**src/rtl/sbrk_input_pkg.sv**
```systemverilog
// Shared types and helpers for the Super Breakout paddle-input path.
package sbrk_input_pkg;

    // Which quadrature source currently drives the core's encoder input.
    typedef enum logic {
        SRC_JOY = 1'b0,
        SRC_IO  = 1'b1
    } src_t;

    // Per-cycle decode of one quadrature source.
    typedef enum logic [1:0] {
        ZERO    = 2'd0,
        INC     = 2'd1,
        DEC     = 2'd2,
        ILLEGAL = 2'd3
    } step_t;

    // Source-selection FSM states.
    typedef enum logic {
        SEL_JOY = 1'b0,
        SEL_IO  = 1'b1
    } sel_state_t;

    localparam logic DIR_FWD = 1'b1;
    localparam logic DIR_REV = 1'b0;

    // Next Gray code in the given direction; forward order is 00->01->11->10->00.
    function automatic logic [1:0] gray_next(input logic [1:0] code, input logic dir);
        logic [1:0] nxt;
        if (dir) begin
            case (code)
                2'b00:   nxt = 2'b01;
                2'b01:   nxt = 2'b11;
                2'b11:   nxt = 2'b10;
                default: nxt = 2'b00;
            endcase
        end else begin
            case (code)
                2'b00:   nxt = 2'b10;
                2'b10:   nxt = 2'b11;
                2'b11:   nxt = 2'b01;
                default: nxt = 2'b00;
            endcase
        end
        return nxt;
    endfunction

endpackage

```
**src/rtl/quad_step_decoder.sv**
```systemverilog
// Turns one synchronised quadrature stream into registered step events.
// The previous-sample register runs every cycle; decoding only starts once
// it holds a sample taken from valid (post-reset) input data.
module quad_step_decoder
    import sbrk_input_pkg::*;
(
    input  logic       clk_sys,
    input  logic       Reset_n,
    input  logic       in_valid,
    input  logic [1:0] quad,
    output step_t      step
);

    logic [1:0] prev_q;
    logic       have_prev_q;
    step_t      step_d;

    // Classify the transition from the previous sample to the current one.
    always_comb begin
        step_d = ZERO;
        if (have_prev_q && in_valid) begin
            if (quad == prev_q) begin
                step_d = ZERO;
            end else if (quad == gray_next(prev_q, DIR_FWD)) begin
                step_d = INC;
            end else if (quad == gray_next(prev_q, DIR_REV)) begin
                step_d = DEC;
            end else begin
                step_d = ILLEGAL;
            end
        end
    end

    // Sample history and registered decode result.
    always_ff @(posedge clk_sys or negedge Reset_n) begin
        if (!Reset_n) begin
            prev_q      <= 2'b00;
            have_prev_q <= 1'b0;
            step        <= ZERO;
        end else begin
            prev_q      <= quad;
            have_prev_q <= in_valid;
            step        <= step_d;
        end
    end

endmodule

```
**src/rtl/quad_source_arbiter.sv**
```systemverilog
// Selects between the joy2quad and user-port encoders, accumulates accepted
// steps and re-emits them as a rate-limited, single-bit-change Gray stream.
//
// Handshake note: there is no valid/ready pair here. Each decoder presents
// one step per cycle unconditionally; the arbiter accepts or drops it in the
// same cycle, and excess steps beyond the accumulator range are discarded.
module quad_source_arbiter
    import sbrk_input_pkg::*;
#(
    parameter int HOLD_CYCLES = 12000,
    parameter int STEP_GAP    = 64,
    parameter int PEND_MAX    = 7
) (
    input  logic       clk_sys,
    input  logic       Reset_n,
    input  logic [1:0] joy_quad,
    input  logic [1:0] io_quad,
    input  logic [1:0] force_src,
    output logic [1:0] enc_out,
    output logic       src_sel,
    output logic       switch_pulse,
    output logic       err_pulse
);

    localparam int IW = $clog2(HOLD_CYCLES + 1);
    localparam int GW = (STEP_GAP > 1) ? $clog2(STEP_GAP) : 1;
    localparam int PW = $clog2(PEND_MAX + 1) + 1;
    localparam int SW = PW + 2;

    localparam logic [IW-1:0]        IDLE_MAX = IW'(HOLD_CYCLES);
    localparam logic [GW-1:0]        GAP_LOAD = GW'(STEP_GAP - 1);
    localparam logic signed [SW-1:0] SUM_HI   = SW'(PEND_MAX);
    localparam logic signed [SW-1:0] SUM_LO   = SW'(-PEND_MAX);

    // Signed contribution of one decoded step; illegal counts as nothing.
    function automatic logic signed [SW-1:0] step_delta(input step_t s);
        case (s)
            INC:     return SW'(1);
            DEC:     return SW'(-1);
            default: return SW'(0);
        endcase
    endfunction

    // Input conditioning
    logic [1:0] joy_r;
    logic [1:0] io_s1;
    logic [1:0] io_s2;
    logic       joy_vld;
    logic       io_vld1;
    logic       io_vld2;

    // Decoder outputs
    step_t joy_step;
    step_t io_step;

    // FSM and datapath state
    sel_state_t             state_q;
    sel_state_t             state_d;
    logic signed [PW-1:0]   pending;
    logic signed [PW-1:0]   pending_d;
    logic [GW-1:0]          gap_cnt;
    logic [GW-1:0]          gap_d;
    logic [IW-1:0]          idle_cnt;
    logic [IW-1:0]          idle_d;
    logic [1:0]             enc_d;
    src_t                   cur_src;

    // Combinational helpers
    step_t                sel_step;
    step_t                oth_step;
    logic                 sel_act;
    logic                 oth_act;
    logic                 forced;
    logic                 switching;
    logic                 emit_now;
    logic signed [SW-1:0] pend_ext;
    logic signed [SW-1:0] accept;
    logic signed [SW-1:0] emit_delta;
    logic signed [SW-1:0] pend_sum;

    // joy_quad is already synchronous (one register); io_quad is raw (two flops).
    // The valid bits mark when each pipeline carries post-reset input data.
    always_ff @(posedge clk_sys or negedge Reset_n) begin
        if (!Reset_n) begin
            joy_r   <= 2'b00;
            io_s1   <= 2'b00;
            io_s2   <= 2'b00;
            joy_vld <= 1'b0;
            io_vld1 <= 1'b0;
            io_vld2 <= 1'b0;
        end else begin
            joy_r   <= joy_quad;
            io_s1   <= io_quad;
            io_s2   <= io_s1;
            joy_vld <= 1'b1;
            io_vld1 <= 1'b1;
            io_vld2 <= io_vld1;
        end
    end

    quad_step_decoder u_joy_dec (
        .clk_sys  (clk_sys),
        .Reset_n  (Reset_n),
        .in_valid (joy_vld),
        .quad     (joy_r),
        .step     (joy_step)
    );

    quad_step_decoder u_io_dec (
        .clk_sys  (clk_sys),
        .Reset_n  (Reset_n),
        .in_valid (io_vld2),
        .quad     (io_s2),
        .step     (io_step)
    );

    // Source FSM next state, step acceptance, accumulator and emitter.
    always_comb begin
        sel_step   = (state_q == SEL_JOY) ? joy_step : io_step;
        oth_step   = (state_q == SEL_JOY) ? io_step  : joy_step;
        sel_act    = (sel_step != ZERO);
        oth_act    = (oth_step != ZERO);
        forced     = (force_src == 2'b01) || (force_src == 2'b10);

        state_d = state_q;
        if (force_src == 2'b01) begin
            state_d = SEL_JOY;
        end else if (force_src == 2'b10) begin
            state_d = SEL_IO;
        end else if (oth_act && !sel_act && (idle_cnt == IDLE_MAX)) begin
            state_d = (state_q == SEL_JOY) ? SEL_IO : SEL_JOY;
        end
        switching = (state_d != state_q);

        // On an auto switch the step that woke the new source is kept; a forced
        // switch starts from an empty accumulator.
        accept = '0;
        if (switching) begin
            if (!forced) begin
                accept = step_delta(oth_step);
            end
        end else begin
            accept = step_delta(sel_step);
        end

        // No emission in a switch cycle: the accumulator is being discarded.
        emit_now   = !switching && (gap_cnt == '0) && (pending != '0);
        emit_delta = '0;
        if (emit_now) begin
            emit_delta = pending[PW-1] ? SW'(-1) : SW'(1);
        end

        pend_ext = switching ? '0 : {{(SW-PW){pending[PW-1]}}, pending};
        pend_sum = pend_ext + accept - emit_delta;
        if (pend_sum > SUM_HI) begin
            pending_d = PW'(PEND_MAX);
        end else if (pend_sum < SUM_LO) begin
            pending_d = PW'(-PEND_MAX);
        end else begin
            pending_d = pend_sum[PW-1:0];
        end

        enc_d = enc_out;
        if (emit_now) begin
            enc_d = gray_next(enc_out, !pending[PW-1]);
        end

        gap_d = gap_cnt;
        if (emit_now) begin
            gap_d = GAP_LOAD;
        end else if (gap_cnt != '0) begin
            gap_d = gap_cnt - GW'(1);
        end

        idle_d = idle_cnt;
        if (switching || sel_act) begin
            idle_d = '0;
        end else if (idle_cnt != IDLE_MAX) begin
            idle_d = idle_cnt + IW'(1);
        end
    end

    // Source FSM state register.
    always_ff @(posedge clk_sys or negedge Reset_n) begin
        if (!Reset_n) begin
            state_q <= SEL_JOY;
        end else begin
            state_q <= state_d;
        end
    end

    // Counters, accumulator, encoder output and event pulses.
    always_ff @(posedge clk_sys or negedge Reset_n) begin
        if (!Reset_n) begin
            pending      <= '0;
            gap_cnt      <= '0;
            idle_cnt     <= '0;
            enc_out      <= 2'b00;
            switch_pulse <= 1'b0;
            err_pulse    <= 1'b0;
        end else begin
            pending      <= pending_d;
            gap_cnt      <= gap_d;
            idle_cnt     <= idle_d;
            enc_out      <= enc_d;
            switch_pulse <= switching;
            err_pulse    <= (sel_step == ILLEGAL);
        end
    end

    assign cur_src = (state_q == SEL_IO) ? SRC_IO : SRC_JOY;
    assign src_sel = cur_src;

endmodule
```
**config.mk**
```make
export PLATFORM = sky130hd
export DESIGN_NAME = quad_source_arbiter
export DESIGN_NICKNAME = d
export VERILOG_FILES = /design/src/rtl/sbrk_input_pkg.sv /design/src/rtl/quad_step_decoder.sv /design/src/rtl/quad_source_arbiter.sv
export SDC_FILE = /design/constraint.sdc
export NUM_CORES = 1
export LEC_CHECK = 0
export CAP_MARGIN = 5
export CORE_MARGIN = 2
export CORE_UTILIZATION = 25
export CTS_CLUSTER_SIZE = 28
export DETAILED_ROUTE_END_ITERATION = 7
export SYNTH_ARGS = -nofsm -noshare
export SYNTH_HDL_FRONTEND = slang
export SYNTH_SLANG_ARGS = --single-unit
```
**constraint.sdc**
```tcl
create_clock -name clk_sys -period 8.2 [get_ports clk_sys]
set_clock_uncertainty 0.1 [all_clocks]
set_input_delay 1.64 -clock clk_sys [delete_from_list [all_inputs] [get_ports clk_sys]]
set_output_delay 1.64 -clock clk_sys [all_outputs]
set_load 0.02 [all_outputs]
```
======== After elaboration in Yosys (flattened, before gate mapping) ========
Cells that the tools add are included.
storage, ports and cells
  flip-flop bits (word level) ............. 46
  input port bits ......................... 8
  output and inout port bits .............. 5
  word-level logic and storage cells ...... 113
operators by class
  add/sub/neg operators ................... 4
  order comparisons ....................... 2
  equal/unequal tests ..................... 25
  multiplexer cells ....................... 45
  reductions and logical operators ........ 20
operators by type and width
  kind                                                                             count
  6-bit 2-to-1 mux                                                                 7
  2-bit 2-to-1 mux                                                                 19
  2-bit case mux with 3 select lines                                               6
  14-bit 2-to-1 mux                                                                2
  6-bit case mux with 2 select lines                                               2
  2-bit == test, second input constant                                             10
  14-bit by 1-bit adder with 14-bit output, second input constant                  1
  14-bit == test, second input constant                                            1
  14-bit != test, second input constant                                            1
  2-bit by 1-bit == test with 1-bit output, second input constant                  6
  2-bit == test                                                                    6
  4-bit 2-to-1 mux                                                                 2
  2-bit nonzero test                                                               4
  1-bit 2-to-1 mux                                                                 7
  6-bit adder                                                                      1
  6-bit by 4-bit greater-than comparator with 1-bit output, second input constant  1
  1-bit logical AND                                                                6
  2-bit zero test                                                                  3
  6-bit zero test                                                                  1
  6-bit by 4-bit less-than comparator with 1-bit output, second input constant     1
  6-bit nonzero test                                                               1
  6-bit by 1-bit subtractor with 6-bit output, second input constant               1
  6-bit subtractor                                                                 1
  4-bit nonzero test                                                               1
  3 further kinds                                                                  5

======== Logic depth before layout (Yosys ltp) ========
  depth after elaboration ................. 17
  gate-level depth with buffers ........... 20

======== Cells and area by module ========
Synthesis repeated with hierarchy kept, for this count alone.
unflattened totals
  cells, all modules ...................... 261
  area total of the unflattened synthesis .. 2655.0 um2
by module, submodules not included
  module               instances  cells an instance  area each (um2)  seq. area each (um2)
  quad_source_arbiter  1          227                2252.2           925.9
  quad_step_decoder    2          17                 201.4            125.1

======== Worst setup path after synthesis ========
OpenSTA, ideal clock, no wires.
  kind .................................... register to register
  start point ............................. reg state_q
  end point ............................... reg pending[1]
  arrival time ............................ 4.484 ns
  required time ........................... 7.971 ns
  slack ................................... 3.487 ns
  cell stages (with the launch flop) ...... 18
  period minus slack after synthesis ...... 4.713 ns
  path through ............................ dfrtp_1 -> clkbuf_1 -> buf_1 -> mux2i_1 -> ha_1 -> and4b_1 -> and4_1 -> clkbuf_2 -> a21oi_1 -> a21oi_1 -> a221oi_1 -> fa_1 -> ha_1 -> a211o_1 -> o211ai_1 -> a31o_2 -> a21boi_0 -> a21oi_1
on the way
  longest elaborated chain between the ends .. 17
  elaborated cells between the ends (all ways) .. 31
  classes of those cells .................. add/sub: 2; order compare: 2; eq/ne: 5; mux: 14; reduce/logical: 8
ends and longest elaborated chain
  item                                                   RTL line                    source
  start: declaration                                     quad_source_arbiter.sv:57   sel_state_t state_q;
  start signal: assignment                               quad_source_arbiter.sv:188  state_q <= state_d;
  branches (longest 13 deep; another with 6-bit adder)   --
  6-bit subtractor *                                     quad_source_arbiter.sv:154  pend_sum = pend_ext + accept - emit_delta;
  6-bit by 4-bit less-than comparator with 1-bit output  quad_source_arbiter.sv:157  end else if (pend_sum < SUM_LO) begin
  4-bit 2-to-1 mux                                       quad_source_arbiter.sv:157
  4-bit 2-to-1 mux *                                     quad_source_arbiter.sv:155  if (pend_sum > SUM_HI) begin
  via pending_d[1]                                       quad_source_arbiter.sv:60   logic signed [PW-1:0] pending_d;
  end signal: assignment                                 quad_source_arbiter.sv:202  pending <= pending_d;
  end: declaration                                       quad_source_arbiter.sv:59   logic signed [PW-1:0] pending;
Mark *: on every way through the listed nets, which the timed path passes.
A chain may end at the register's enable or synchronous reset.

======== Worst setup path in the final report ========
  start point ............................. in force_src[1]
  end point ............................... reg pending[2]
on the way
  longest elaborated chain between the ends .. 12
  elaborated cells between the ends (all ways) .. 19
  classes of those cells .................. add/sub: 2; order compare: 2; eq/ne: 3; mux: 8; reduce/logical: 4
ends and longest elaborated chain
  item                                                   RTL line                    source
  start: declaration                                     quad_source_arbiter.sv:18   input logic [1:0] force_src,
  branches (longest 8 deep; another with 6-bit adder)    --
  6-bit subtractor *                                     quad_source_arbiter.sv:154
  6-bit by 4-bit less-than comparator with 1-bit output  quad_source_arbiter.sv:157
  4-bit 2-to-1 mux                                       quad_source_arbiter.sv:157
  4-bit 2-to-1 mux *                                     quad_source_arbiter.sv:155
  via pending_d[2]                                       quad_source_arbiter.sv:60
Marks and branches as above.

==> impl_metrics.sql <==
INSERT INTO impl_metrics (metric_group, metric, value, unit) VALUES
('clock_network', 'cts_tree', 'done', ''),
('detailed_routing', 'drt-vias-per-instance', '4.44', ''),
('detailed_routing', 'num_vias', '1816', ''),
('sta', 'report.final.setup_viol', '0', ''),
('clock_network', 'cts.path.max_buffers', '2', ''),
('placed_design', 'post_dp_cell_area', '2860', 'sq um'),
('clock_network', 'numCtsBuffers', '5', ''),
('sta', 'rsz0062_at_grt', 'false', ''),
('finish', 'final_design_area_no_fill', '2970', 'sq um'),
('min_path', 'whs_path_depth', '0', ''),
('pwr', 'power.combinational.fraction', '42.7', '%'),
('clock_network', 'clock-root-buffer', 'sky130_fd_sc_hd__clkbuf_8', ''),
('clock_network', 'path_clk_slew', '0.09', 'ns'),
('clock_network', 'cts_repair_resize_count', '0', ''),
('finish', 'design.final.nets', '300', ''),
('placed_design', 'finalWeightedCongestion', '0.829', ''),
('pwr', 'sw_frac_of_total', '37.4', '%'),
('sta', 'layout_min_cycle_time', '5.13', 'ns'),
('floorplanning', 'core_area', '10200', 'sq um'),
('setup_path', 'crit_path_frequent_cell', 'sky130_fd_sc_hd__a21oi_1', ''),
('yosys', 'synth_enable_flop_cells', '0', ''),
('clock_network', 'post-cts-setup-buffer-count', '0', ''),
('finish', 'post_route_cells_drive_above_1_share', '7.69', '%'),
('clock_network', 'clock_tree.htree_level_count', '2', ''),
('setup_path', 'setup.worst_path.end_class', 'flop', ''),
('finish', 'seq_area', '1150', 'sq um'),
('detailed_routing', 'drt_wl_total', '4540', 'microns'),
('yosys', 'unique_masters_post_synth', '49', ''),
('flow_run', 'max_cap_viol_count', '0', ''),
('min_path', 'hold_path_class', 'reg -> reg', ''),
('floorplanning', 'fp.dieArea', '11300', 'sq um'),
('clock_network', 'worstSkewPairLatency', '0.30', 'ns'),
('sta', 'slew_at_the_pin_with_the_worst_max_slew_slack', '1.01', 'ns'),
('pwr', 'leakage', '0.00132', 'uW'),
('finish', 'diodes', '0', ''),
('setup_path', 'max_stage_delay', '0.57', 'ns'),
('global_route', 'antenna_found_initial', '0', ''),
('finish', 'finalNonFillerCells', '409', ''),
('sta', 'fin_tns_setup', '0', 'ns'),
('pwr', 'peakVddDrop', '0.143', 'mV'),
('floorplanning', 'rows', '37', ''),
('setup_path', 'startpoint_type', 'input port', ''),
('setup_path', 'path_class', 'in -> reg', ''),
('clock_network', 'clock-sinks', '46', ''),
('floorplanning', 'floorplan.die.width', '106', 'microns'),
('global_route', 'groute.usage.overall', '8.78', '%'),
('yosys', 'post_synth.cell_area_avg', '10.1', 'sq um'),
('floorplanning', 'start_util', '25.5', '%'),
('placed_design', 'numPlacedInstances', '401', ''),
('yosys', 'synthesis.nets', '286', ''),
('setup_path', 'required_time_reported_for_the_critical_path_endpoint', '8.33', 'ns'),
('setup_path', 'reg2regPathDepth', '15', ''),
('placed_design', 'port_buffers', '12', ''),
('setup_path', 'cp_slowest_cell', 'sky130_fd_sc_hd__fa_1', ''),
('yosys', 'post_synth_inst_count', '258', ''),
('floorplanning', 'fp.dieH', '106', 'microns'),
('pwr', 'pwr-share-clk', '20.1', '%'),
('global_route', 'grt_first_pass_wirelength', '8110', 'microns'),
('yosys', 'ys_ff_latch', '46', ''),
('finish', 'synthToLayoutAreaGrowth', '13.9', '%'),
('global_route', 'first_global_vias', '1781', ''),
('detailed_routing', 'remaining_drc_errors', '0', ''),
('outcome', 'outcome', 'completed', ''),
('pwr', 'power.internal', '527', 'uW'),
('detailed_routing', 'route.detailed.wl_per_inst', '11.1', 'microns'),
('sta', 'hold_viol_final', '0', ''),
('finish', 'nFillCells', '1057', ''),
('detailed_routing', 'drtIter0Drc', '74', ''),
('pwr', 'power.share.sequential', '37.2', '%'),
('setup_path', 'path_cells', 'clkdlybuf4s50_1 -> ha_1 -> inv_1 -> a21oi_1 -> mux2_2 -> nand3_1 -> fa_1 -> inv_1 -> fa_1 -> nand2b_1 -> a21oi_1 -> xor2_1 -> a21boi_0 -> a21oi_1', ''),
('yosys', 'synth_top_flop_cell', 'sky130_fd_sc_hd__dfrtp_1', '');
final timing paths:
| kind | from | to | slack, ns |
|---|---|---|---|
| min in group asynchronous | Reset_n | idle_cnt[3] | 1.41 |
| max in group asynchronous | Reset_n | u_joy_dec.prev_q[1] | 5.98 |
| worst min register to register | io_s1[0] | io_s2[0] | 0.25 |
| worst max-delay path | force_src[1] | pending[2] | 3.07 |
| worst max register to register | state_q | pending[2] | 3.30 |
| worst min-delay path | io_s1[0] | io_s2[0] | 0.25 |
per-stage QoR:
step | power (uW) | setup slack [ns]
floorplan | 593 | 3.49
global placement | 662 | 2.85
detailed placement | 678 | 2.79
CTS | 849 | 3.10
global route | 918 | 2.80
finish | 842 | 3.07
kinds of logic (layout without fill, tap and decap cells):
group	count (synthesis)	in the layout	share of synthesized area (%)
AND/OR/NAND/NOR	90	90	20.2
AO/OA/AOI/OAI	46	46	10.9
flip-flops	46	46	44.1
buffers and inverters	29	44	4.65
adder cells (fa/ha/maj)	20	20	10.7
XOR/XNOR	19	19	6.38
multiplexers	7	7	2.83
other	1	1	0.144
sequential cells by signal (all words and copies together), names as in the netlist, 2 cells and up:
register          count
pending               4
idle_cnt             14
u_joy_dec.step        2
joy_r                 2
u_io_dec.step         2
enc_out               2
gap_cnt               6
io_s2                 2
u_joy_dec.prev_q      2
u_io_dec.prev_q       2
io_s1                 2
power groups by stage:
| stage | clock (uW) | sequential [uW] | combinational (uW) |
|---|---|---|---|
| global placement | 0 | 316 | 346 |
| floorplan | 0 | 312 | 281 |
| detailed placement | 0 | 318 | 360 |
| CTS | 172 | 313 | 363 |
| finish | 169 | 313 | 360 |
| global route | 184 | 320 | 414 |
worst max-delay path: cells and delay by family:
family | cells | cell delay [ns]
AOI/OAI and AO/OA | 4 | 0.72
xor gates and xnor gates | 1 | 0.30
adders and majority gates | 3 | 1.32
buffers and inverters | 3 | 0.66
muxes | 1 | 0.29
and+or+nand+nor | 2 | 0.33
layout make-up:
type	count	share of cell area, %
clock buffer	5	2.32
sequential	46	38.8
tap	136	5.73
clock inverter	3	1.35
multi-input combinational	183	44.9
inverter	24	3.03
timing repair buffer	12	3.88
layer usage:
layer	track usage (%)	wire length (microns)
met1	11.2	2210
met4	1.69	23
met2	15.1	2190
met3	2.27	115
met5	0	0
layout by cell type (no fill, tap or decap), drive strengths merged, types with 5 or more instances in the layout:
cell type	count
a21oi	23
clkbuf	5
clkdlybuf4s50	11
dfrtp	46
ha	16
inv	24
nand2	11
nand2b	6
nand3	12
nor2	29
o21ai	7
xnor2	9
xor2	10
cell usage after synthesis (2+ instances only):
library cell / instances / area share [%]
sky130_fd_sc_hd__nor3_1: 2 / 0.38
sky130_fd_sc_hd__a21oi_1: 23 / 4.4
sky130_fd_sc_hd__xor2_1: 10 / 3.4
sky130_fd_sc_hd__nor2b_1: 3 / 0.72
sky130_fd_sc_hd__or3_1: 2 / 0.48
sky130_fd_sc_hd__fa_1: 4 / 3.1
sky130_fd_sc_hd__inv_1: 24 / 3.5
sky130_fd_sc_hd__and4_1: 2 / 0.67
sky130_fd_sc_hd__mux2i_1: 4 / 1.5
sky130_fd_sc_hd__clkbuf_1: 2 / 0.29
sky130_fd_sc_hd__nor4_1: 2 / 0.48
sky130_fd_sc_hd__nand2_1: 10 / 1.4
sky130_fd_sc_hd__or4_1: 2 / 0.58
sky130_fd_sc_hd__a211o_1: 2 / 0.67
sky130_fd_sc_hd__nor3b_1: 2 / 0.58
sky130_fd_sc_hd__dfrtp_1: 46 / 44
sky130_fd_sc_hd__o21bai_1: 2 / 0.58
sky130_fd_sc_hd__a211oi_1: 2 / 0.58
sky130_fd_sc_hd__nand2b_1: 6 / 1.4
sky130_fd_sc_hd__o21ai_0: 7 / 1.3
sky130_fd_sc_hd__ha_1: 16 / 7.7
sky130_fd_sc_hd__a221o_1: 2 / 0.77
sky130_fd_sc_hd__xnor2_1: 9 / 3.0
sky130_fd_sc_hd__o211ai_1: 2 / 0.58
sky130_fd_sc_hd__o311ai_0: 2 / 0.67
sky130_fd_sc_hd__and3_1: 4 / 0.96
sky130_fd_sc_hd__nor2_1: 29 / 4.2
sky130_fd_sc_hd__nand3_1: 12 / 2.3
sky130_fd_sc_hd__and2_1: 3 / 0.72
sky130_fd_sc_hd__mux2_2: 3 / 1.3
Power figures use the tool's default switching activity.
